==> config.mk <==
export PLATFORM = sky130hd
export DESIGN_NAME = fpmul_capture
export DESIGN_NICKNAME = d
export VERILOG_FILES = /design/src/rtl/fpmul_capture.sv
export SDC_FILE = /design/constraint.sdc
export NUM_CORES = 1
export LEC_CHECK = 0
export ABC_AREA = 1
export BUFFER_PORTS_ARGS = -buffer_cell sky130_fd_sc_hd__buf_2
export CAP_MARGIN = 20
export CORE_MARGIN = 1.5
export CORE_UTILIZATION = 62
export DETAILED_ROUTE_END_ITERATION = 8
export HOLD_SLACK_MARGIN = 0.03
export PLACE_DENSITY_LB_ADDON = 0.1
export SLEW_MARGIN = 20
export SYNTH_ARGS = -nofsm -noshare
export SYNTH_HDL_FRONTEND = slang
export SYNTH_SLANG_ARGS = --single-unit
==> constraint.sdc <==
create_clock -name clk -period 8.6 [get_ports clk]
set_clock_uncertainty 0.2 [all_clocks]
set_input_delay 0.43 -clock clk [delete_from_list [all_inputs] [get_ports clk]]
set_output_delay 0.43 -clock clk [all_outputs]
set_load 0.03 [all_outputs]
==> src/rtl/fpmul_capture.sv <==
// fpmul_capture: records fpmul operands/results, aligns them across the
// multiplier latency, buffers them in a FIFO and streams each record out as
// four 32-bit words (a, b, r, {31'b0, omu}) over valid/ready.

package fpmul_capture_pkg;

   // One captured multiplier transaction.
   typedef struct packed {
      logic [31:0] a;
      logic [31:0] b;
      logic [31:0] r;
      logic        omu;
   } rec_t;

endpackage

module fpmul_capture
   import fpmul_capture_pkg::*;
#(
   parameter int unsigned LATENCY = 1,
   parameter int unsigned DEPTH   = 8,
   parameter int unsigned ADDR_W  = 3
) (
   input  logic              clk,
   input  logic              rst_n,
   input  logic              clear,
   input  logic              enable,
   input  logic [31:0]       a,
   input  logic [31:0]       b,
   input  logic [31:0]       r,
   input  logic              omu,
   output logic [31:0]       out_data,
   output logic              out_valid,
   output logic              out_last,
   input  logic              out_ready,
   output logic              overflow,
   output logic [ADDR_W:0]   count
);

   localparam int unsigned CNT_W  = ADDR_W + 1;
   localparam int unsigned DL_W   = LATENCY * 32;

   typedef enum logic {
      IDLE = 1'b0,
      SEND = 1'b1
   } state_t;

   // Alignment delay line: bit/slot 0 is the newest entry.
   logic [LATENCY-1:0]       dl_v;
   logic [LATENCY-1:0][31:0] dl_a;
   logic [LATENCY-1:0][31:0] dl_b;

   rec_t                     mem [DEPTH];

   logic [ADDR_W-1:0]        wr_ptr;
   logic [ADDR_W-1:0]        rd_ptr;
   logic [ADDR_W-1:0]        wr_ptr_nxt;
   logic [ADDR_W-1:0]        rd_ptr_nxt;
   logic [CNT_W-1:0]         count_nxt;
   logic                     overflow_nxt;

   state_t                   state;
   state_t                   state_nxt;
   logic [1:0]               w;
   logic [1:0]               w_nxt;

   logic                     hs_c;
   logic                     pop_c;
   logic                     push_c;
   logic                     push_ok_c;
   rec_t                     new_rec_c;
   rec_t                     head_c;

   logic [31:0]              out_data_nxt;
   logic                     out_valid_nxt;
   logic                     out_last_nxt;

   // Select one 32-bit word of a record in streaming order.
   function automatic logic [31:0] word_sel(input rec_t rec, input logic [1:0] idx);
      logic [31:0] res;
      case (idx)
         2'd0:    res = rec.a;
         2'd1:    res = rec.b;
         2'd2:    res = rec.r;
         default: res = {31'b0, rec.omu};
      endcase
      return res;
   endfunction

   // Delay-line valid bits; clear and reset drop all in-flight operands.
   always_ff @(posedge clk or negedge rst_n) begin
      if (!rst_n) begin
         dl_v <= '0;
      end else if (clear) begin
         dl_v <= '0;
      end else begin
         dl_v <= LATENCY'({dl_v, enable});
      end
   end

   // Delay-line operand payload; qualified by dl_v so it needs no reset.
   always_ff @(posedge clk) begin
      dl_a <= DL_W'({dl_a, a});
      dl_b <= DL_W'({dl_b, b});
   end

   // FIFO storage; the popped slot may be rewritten in the same cycle.
   always_ff @(posedge clk) begin
      if (push_ok_c && !clear) begin
         mem[wr_ptr] <= new_rec_c;
      end
   end

   // Push/pop decisions, pointer and occupancy updates.
   always_comb begin
      hs_c         = out_valid && out_ready;
      pop_c        = hs_c && (w == 2'd3);
      push_c       = dl_v[LATENCY-1];
      push_ok_c    = push_c && ((count < CNT_W'(DEPTH)) || pop_c);
      new_rec_c    = '{a: dl_a[LATENCY-1], b: dl_b[LATENCY-1], r: r, omu: omu};
      count_nxt    = count + CNT_W'(push_ok_c) - CNT_W'(pop_c);
      rd_ptr_nxt   = rd_ptr + ADDR_W'(pop_c);
      wr_ptr_nxt   = wr_ptr + ADDR_W'(push_ok_c);
      overflow_nxt = overflow | (push_c & ~push_ok_c);
   end

   // Serializer state register.
   always_ff @(posedge clk or negedge rst_n) begin
      if (!rst_n) begin
         state <= IDLE;
         w     <= 2'd0;
      end else if (clear) begin
         state <= IDLE;
         w     <= 2'd0;
      end else begin
         state <= state_nxt;
         w     <= w_nxt;
      end
   end

   // Serializer next state and next output word, with head bypass on push.
   always_comb begin
      state_nxt     = state;
      w_nxt         = w;
      head_c        = mem[rd_ptr_nxt];
      out_valid_nxt = 1'b0;
      out_last_nxt  = 1'b0;
      out_data_nxt  = '0;
      case (state)
         IDLE: begin
            if (push_ok_c) begin
               state_nxt = SEND;
            end
         end
         SEND: begin
            if (hs_c) begin
               w_nxt = w + 2'd1;
               if (pop_c && (count_nxt == '0)) begin
                  state_nxt = IDLE;
               end
            end
         end
         default: state_nxt = IDLE;
      endcase
      if (push_ok_c && (wr_ptr == rd_ptr_nxt)) begin
         head_c = new_rec_c;
      end
      out_valid_nxt = (state_nxt == SEND);
      out_last_nxt  = out_valid_nxt && (w_nxt == 2'd3);
      if (out_valid_nxt) begin
         out_data_nxt = word_sel(head_c, w_nxt);
      end
   end

   // FIFO bookkeeping and registered outputs.
   always_ff @(posedge clk or negedge rst_n) begin
      if (!rst_n) begin
         wr_ptr    <= '0;
         rd_ptr    <= '0;
         count     <= '0;
         overflow  <= 1'b0;
         out_data  <= '0;
         out_valid <= 1'b0;
         out_last  <= 1'b0;
      end else if (clear) begin
         wr_ptr    <= '0;
         rd_ptr    <= '0;
         count     <= '0;
         overflow  <= 1'b0;
         out_data  <= '0;
         out_valid <= 1'b0;
         out_last  <= 1'b0;
      end else begin
         wr_ptr    <= wr_ptr_nxt;
         rd_ptr    <= rd_ptr_nxt;
         count     <= count_nxt;
         overflow  <= overflow_nxt;
         out_data  <= out_data_nxt;
         out_valid <= out_valid_nxt;
         out_last  <= out_last_nxt;
      end
   end

endmodule

==> results of run 1 <==
[metal layers]
metal	routed length [um]	share of wire
met1	36000	0.39
met2	44100	0.48
met3	8390	0.091
met4	3410	0.037
met5	13	0.00014
[registers in the layout, summed over array words and instances (netlist names)]
register   cells
out_data      32
w              2
dl_a          32
overflow       1
count          4
rd_ptr         3
mem          776
wr_ptr         3
dl_b          32
dl_v           1
out_last       1
out_valid      1
[final cells by class]
cell class / instances / share of cell area
Antenna cell: 1 / 0.0000613
Clock buffer: 140 / 0.0640
Clock inverter: 25 / 0.00429
Inverter: 120 / 0.0114
Multi-Input combinational cell: 2075 / 0.217
Sequential cell: 888 / 0.631
Tap cell: 765 / 0.0234
Timing Repair Buffer: 272 / 0.0490
[stage by stage]
step | power [mW] | utilization | instance area (um^2)
after CTS | 9.21 | 0.711 | 40800
after detailed placement | 5.52 | 0.644 | 37000
final | 9.19 | 0.711 | 40800
after global routing | 9.45 | 0.711 | 40800
after floorplan | 5.28 | - | 35900
after global placement | 5.51 | 0.644 | 37000
[kinds of logic after synthesis]
family,Yosys count
flip-flops,888
buffers and inverters,303
XOR/XNOR,5
AND/OR/NAND/NOR,2002
adder cells (fa/ha/maj),10
AO/OA/AOI/OAI,58
[cell usage in the layout (no fill, tap or decap), types with 3 or more instances in the layout]
master         instances
dlygate4sd3_1        101
clkinv_2              13
nor2_4                11
dfxtp_1               64
nand4_1                4
buf_4                 25
xnor2_1                3
nand3b_1              20
nand2_2                5
clkbuf_1              36
edfxtp_1             776
a21oi_1               44
clkbuf_8              11
inv_2                  3
buf_12                 4
nand3_1              487
buf_2                140
ha_1                   7
o21bai_1               8
nand2_1             1297
inv_6                  3
inv_1                114
clkbuf_16             93
clkinv_1               8
nor2_1               174
dfrtp_1               48
o21ai_1                3
[worst max path at each step]
stage	start	to	slack, ps	depth (start not counted)
after detailed placement	out_ready	out_data[4]$_DFF_PN0_	3460	19
after global routing	out_valid$_DFF_PN0_	out_data[12]$_DFF_PN0_	3120	18
after global placement	out_ready	out_data[11]$_DFF_PN0_	3500	19
after CTS	w[0]$_DFF_PN0_	out_data[12]$_DFF_PN0_	3570	17
final	w[0]$_DFF_PN0_	out_data[11]$_DFF_PN0_	3550	17
after floorplan	out_valid$_DFF_PN0_	mem[0][0]$_DFFE_PP_	2370	9
[critical path, stage by stage (launching register included)]
cell     delay, ps
dfrtp_1        400
ha_1           210
nand2_2         90
inv_1           90
ha_4           330
buf_4          780
buf_4          940
buf_4          920
nand2_1        100
nand3_1        120
nand3_1         90
nand2_1        130
nand2_1         70
nand2_1        120
nand2_1         60
nand3_1         90
nand2_1         60
inv_1           90
[power by group through the flow]
stage	combinational [mW]	clock, mW	sequential [mW]
floorplan	0.319	0	4.97
global placement	0.566	0	4.94
detailed placement	0.574	0	4.94
CTS	0.614	3.74	4.85
global route	0.673	3.92	4.86
finish	0.620	3.71	4.86
==> impl_results.md, run 1 <==
- Switching share of power: 0.227
- Sum of negative setup slack: 0 ps
- FF-to-FF Start: w[0]$_DFF_PN0_
- Inst Count DP: 4019
- Crit path time final: 5050 ps
- Number of maximum-capacitance violations: 0
- Top post-synthesis cells by area: edfxtp_1 (65%), nand2_1 (14%), nand3_1 (6.8%), dfxtp_1 (3.6%), dfrtp_1 (3.3%)
- Vias per Instance: 5.74
- Post-CTS Resized: 0
- Run status: finished clean
- Post-CTS Hold Buffers: 101
- Worst Hold Depth: 6
- Most frequent cell after synthesis: nand2_1
- Synth-to-Final Area Change: 13.7%
- Simple logic cell fraction of the synthesized area: 0.229
- Io pins: 141
- Global-route wire length before repair: 141000 um
- CP required: 8960 ps
- Global Route met3 Usage: 0.0430
- Sequential-to-total area share from yosys stat: 0.718
- Port buffer count: 140
- Post-Synth Adder-Cell Area: 0.00369
- CTS Buf Count: 88
- Sequential cell fraction of total power: 0.528
- Leak Pwr: 16.1 nW
- Main combinational cell family by area after synthesis: simple AND/OR/NAND/NOR gates
- RSZ-0062 raised after global routing: false
- Final Hold Fails: 0
- Clk pwr share: 0.404
- Post-synthesis compound-gate area fraction: 0.00919
- Met1 Resource Use GR: 0.434
- EDFF count, synth: ~780
- # clock sinks: 888
- Combinational power share: 0.068
- Reg-to-Reg End: out_data[11]$_DFF_PN0_
- Total grt overflow: 0
- CP endpoint kind: register
- Pin count of the biggest net entering global routing: 149
- Seq. cell area: 0.0258 mm^2
- Post-CTS Setup Inserts: 0
- Total core area: around 0.057 mm^2
- Mean Syn Cell Area: around 11 um^2
- Worst hold path type: primary input to register
- Routed WL per cell: 21.5 um
- CTS tree: yes
- Post-synthesis mux area share: 0
- Initial Utilization: 0.625
- Met2 Use GR: 0.503
- Synthesized area: 0.0359 mm^2
- Die X: 244 um
- Setup WS pre-CTS: 3460 ps
- FF+latch count, synth: approximately 890
- Least-Margin Pin Slew: 1130 ps
- DRT antenna net count: 0
- WS Path Type: register to register
- Worst-path clk slew: 60 ps
- DRT iter0 DRCs: 2753
- R2r setup slk: between 3000 and 4000 ps
- Hold Path Sink: overflow$_DFF_PN0_
- Post-route clock period utilization: 0.587
- CP startpoint kind: register
- CTS Buffer Depth: 3
- HPWL Detailed: 48700 um
- # DRC: 0
- Area of the multi-input gates: 0.00885 mm^2
- Number of iterations in the first detailed-routing pass: 6
- Row cnt: 88
- Maximum operating frequency: 198 MHz
- R2R depth: 17
- Syn_nets: 3378
- Top cells by count, synth: nand2_1 (1298), edfxtp_1 (776), nand3_1 (487), nor2_1 (182), buf_2 (138)
- Xor/xnor cell area share of the yosys netlist: 0.00122
- Area leader, netlist: edfxtp_1
- Die Area: 0.0594 mm^2
- Primary FF master, synth: edfxtp_1
- Cell count after synthesis: 3266
- Fin Hold WS: about 140 ps
- Max H-tree Level: 3
- Gr usage total: 0.313
- Share of layout cells above drive strength 1: 0.0912
- WL final: slightly above 90000 um
- Final setup vio count: 0
- Yosys warns: 0
- Post-synth cell types: 29
- WP data arrival: 5410 ps
- RePlAce Congestion: 0.838
- Fin. max-slew vios: 0
- Non-Filler Instances: 4286
- Hold_sp: out_ready
- Filler Cell Count: approximately 4000
- PnR worst setup slack: 3550 ps
- Pwr dens: 225 mW/mm^2
- Root Buffer: clkbuf_16
- Via count: 24600
- Post-synth top area share: 0.648
- Internal power: 7.11 mW
- Peak supply drop: 0.203 mV
- NumNets Final: 3557
- Ys async rst share: 0.0541
- Number of global-route vias before repair: 24000
- Maximum net fanout on the critical path: 94
- Initial antenna violation count: 5
- Net switching power figure: 2.08 mW
- GR peak layer: met2
- Rel. slew slack: 0.247
- Worst skew pair latency: 640 ps
- Die height: 244 um
(Power assumes the default switching activity.)
==> run 2: changes to the inputs <==
- ABC_AREA: 1 -> 0
- CORE_UTILIZATION: 62 -> 55
- clock period: 8.6 -> 4.63 ns (I/O delays scaled with it)
==> run 2 against run 1 <==
Net effect:
- flip-flop and latch count unchanged
- critical endpoint is now out_data[24]$_DFF_PN0_
- routed wire length down 12%
- utilization down 5.1 points
- die area up 5.7%
==> impl_results.md, run 2 <==
- Sequential cell fraction of total power: 0.528
- Final instance area: 0.0399 mm^2
- Share of layout cells above drive strength 1: 0.216
- FF+latch count, synth: 888
- Main combinational cell family by area after synthesis: multiplexers
- Peak supply drop: 0.289 mV
- Total grt overflow: 0
- CTS Buffer Depth: 3
- Port buffer count: 140
- Via count: 18900
- CTS Buf Count: 89
- N_diodes: 0
- Internal power: 13.4 mW
- Top post-synthesis cells by area: edfxtp_1 (69%), mux4_2 (7.5%), nand2_1 (4.2%), dfxtp_1 (3.8%), dfrtp_1 (3.6%)
- EDFF count, synth: 776
- Placed instance area: about 0.036 mm^2
- Final Hold Fails: 0
- Number of maximum-capacitance violations: 0
- Initial Utilization: 0.557
- Most frequent cell after synthesis: edfxtp_1
- RePlAce Congestion: 0.763
- WP data arrival: 4270 ps
- Pin count of the biggest net entering global routing: approximately 150
- Row cnt: 90
- Switching share of power: 0.213
- Worst-path clk slew: 60 ps
- Most common cell after layout, fill and taps aside: edfxtp_1
- Final Util: 0.660
- Area leader, netlist: edfxtp_1
- Post-synthesis compound-gate area fraction: 0.0470
- Worst skew pair latency: 640 ps
- DRT iter0 DRCs: 1760
- Total core area: between 0.06 and 0.07 mm^2
- Pwr dens: 427 mW/mm^2
- Routed WL per cell: 25.7 um
- Largest Register: mem
- CTS tree: yes
- # DRC: 0
- Post-synth top area share: 0.691
- Max reg flops: just under 800
- Total power: 17.1 mW
- Number of global-route vias before repair: around 19000
- Final setup vio count: 0
- Post-Synth Adder-Cell Area: 0.00393
- Io pins: 141
- Fin. max-slew vios: 0
- Run status: finished clean
- Die X: 251 um
- Root Buffer: clkbuf_16
- Sum of negative setup slack: 0 ps
- RSZ-0062 raised after global routing: false
- Gr usage total: 0.262
- Synthesized area: between 0.03 and 0.04 mm^2
- DRT antenna net count: 0
- Net switching power figure: 3.64 mW
- Syn_nets: 2078
- Post-synth cell types: 56
- Number of iterations in the first detailed-routing pass: 5
- Top cells by count, synth: edfxtp_1 (776), nand2_1 (374), mux4_2 (112), nand3_1 (103), dfxtp_1 (64)
- NumNets Final: 2387
- Area of the multi-input gates: 0.00747 mm^2
- Ys async rst share: 0.0541
- HPWL Detailed: 44500 um
- Simple logic cell fraction of the synthesized area: 0.0790
- Die Area: between 0.06 and 0.07 mm^2
- Filler Cell Count: slightly above 4000
- Maximum net fanout on the critical path: 20
- Vias per Instance: 6.02
- Post-route clock period utilization: 0.847
- Worst hold path type: primary input to async pin
- Sequential-to-total area share from yosys stat: 0.765
- Post-synthesis mux area share: 0.0833
- Cell count after synthesis: 1966
- CP required: roughly 5000 ps
- Synth-to-Final Area Change: 18.4%
- Mean Syn Cell Area: 17.1 um^2
- Non-Filler Instances: 3132
- Clk pwr share: 0.420
- Initial antenna violation count: 2
- Primary FF master, synth: edfxtp_1
- CP startpoint kind: register
- Xor/xnor cell area share of the yosys netlist: 0.00349
- Die height: between 200 and 300 um
- Yosys warns: 0
- Max H-tree Level: 3
- # clock sinks: 888
- WS Path Type: register to register
- Least-Margin Pin Slew: slightly above 1000 ps
- WL final: a little over 80000 um
- Seq. cell area: 0.0258 mm^2
- Inst Count DP: ~2800
- CP endpoint kind: register
- Crit path time final: 3920 ps
- Combinational power share: 0.052
- Commonest cells after routing, fill and taps aside: edfxtp_1 (776), nand2_1 (374), buf_2 (140)
- Leak Pwr: approximately 14 nW
- Maximum operating frequency: 255 MHz
- Global-route wire length before repair: approximately 120000 um
- Rel. slew slack: 0.324
run 2: cell type report:
class	count	area share
clock buffers	130	0.0650
clock inverters	36	0.00859
inverters	8	0.000752
multi-input cells	950	0.187
flip-flops and latches	888	0.646
well taps	782	0.0245
repair buffers	338	0.0678
run 2: metal layers:
layer  up-vias  global-route usage  wire length (um)
met5         -                   0                13
met4         2              0.0990              2850
met3       152              0.0433              4650
met2       641               0.428             40000
met1      9775               0.357             33100
li1       8289                   -                 -
run 2: path summary, 6_finish.rpt:
| path | startpoint | endpoint | slack (ps) | depth (start not counted) |
|---|---|---|---|---|
| hold / removal | rst_n | out_data[24]$_DFF_PN0_ | 60 | 3 |
| min in group clk | a[3] | dl_a[3]$_DFF_P_ | 60 | 2 |
| setup / recovery | out_valid$_DFF_PN0_ | out_data[24]$_DFF_PN0_ | 710 | 15 |
| setup reg to reg | out_valid$_DFF_PN0_ | out_data[24]$_DFF_PN0_ | 710 | 15 |
| hold reg to reg | dl_a[30]$_DFF_P_ | mem[7][95]$_DFFE_PP_ | 370 | 0 |
| max in group asynchronous | rst_n | out_data[12]$_DFF_PN0_ | 3560 | 3 |
run 2: cell families (layout without fill, tap and decap cells):
group / after synthesis / count (layout)
buf+inv: 128 / 512
simple gates: 608 / 608
compound gates: 182 / 182
xor+xnor: 11 / 11
mux: 139 / 139
fa+ha+maj: 10 / 10
flops: 888 / 888
run 2: power by group through the flow:
stage | clock network (mW) | logic, mW | registers (mW)
global placement | 0 | 0.788 | 9.17
CTS | 7.26 | 0.892 | 9.01
finish | 7.16 | 0.888 | 9.01
detailed placement | 0 | 0.800 | 9.17
floorplan | 0 | 0.358 | 9.20
global route | 7.57 | 0.944 | 9.02
run 2: critical path, cell delays in order (launching register included):
cell	delay, ps
dfrtp_1	400
and2_1	420
nand2_4	100
inv_2	120
o21ai_4	80
ha_1	300
inv_1	50
ha_1	150
inv_1	60
fa_1	410
xnor2_1	200
nor4b_1	90
a211oi_2	370
o21ai_2	340
buf_12	280
nor3_1	240
run 2: what timing repair did:
item | CTS | global route
hold buffers | 138 | 0
gates resized for setup | 0 | 0
endpoints found under the hold margin | 422 | 0
buffers inserted | 0 | 0
run 2: stage by stage:
step / hold slack (ps) / setup WS (ps)
2_1_floorplan: -264 / -1630
3_3_place_gp: 133 / 898
3_5_place_dp: 135 / 735
4_1_cts: 30.1 / 706
5_1_grt: 40.7 / 405
6_report: 55.0 / 707
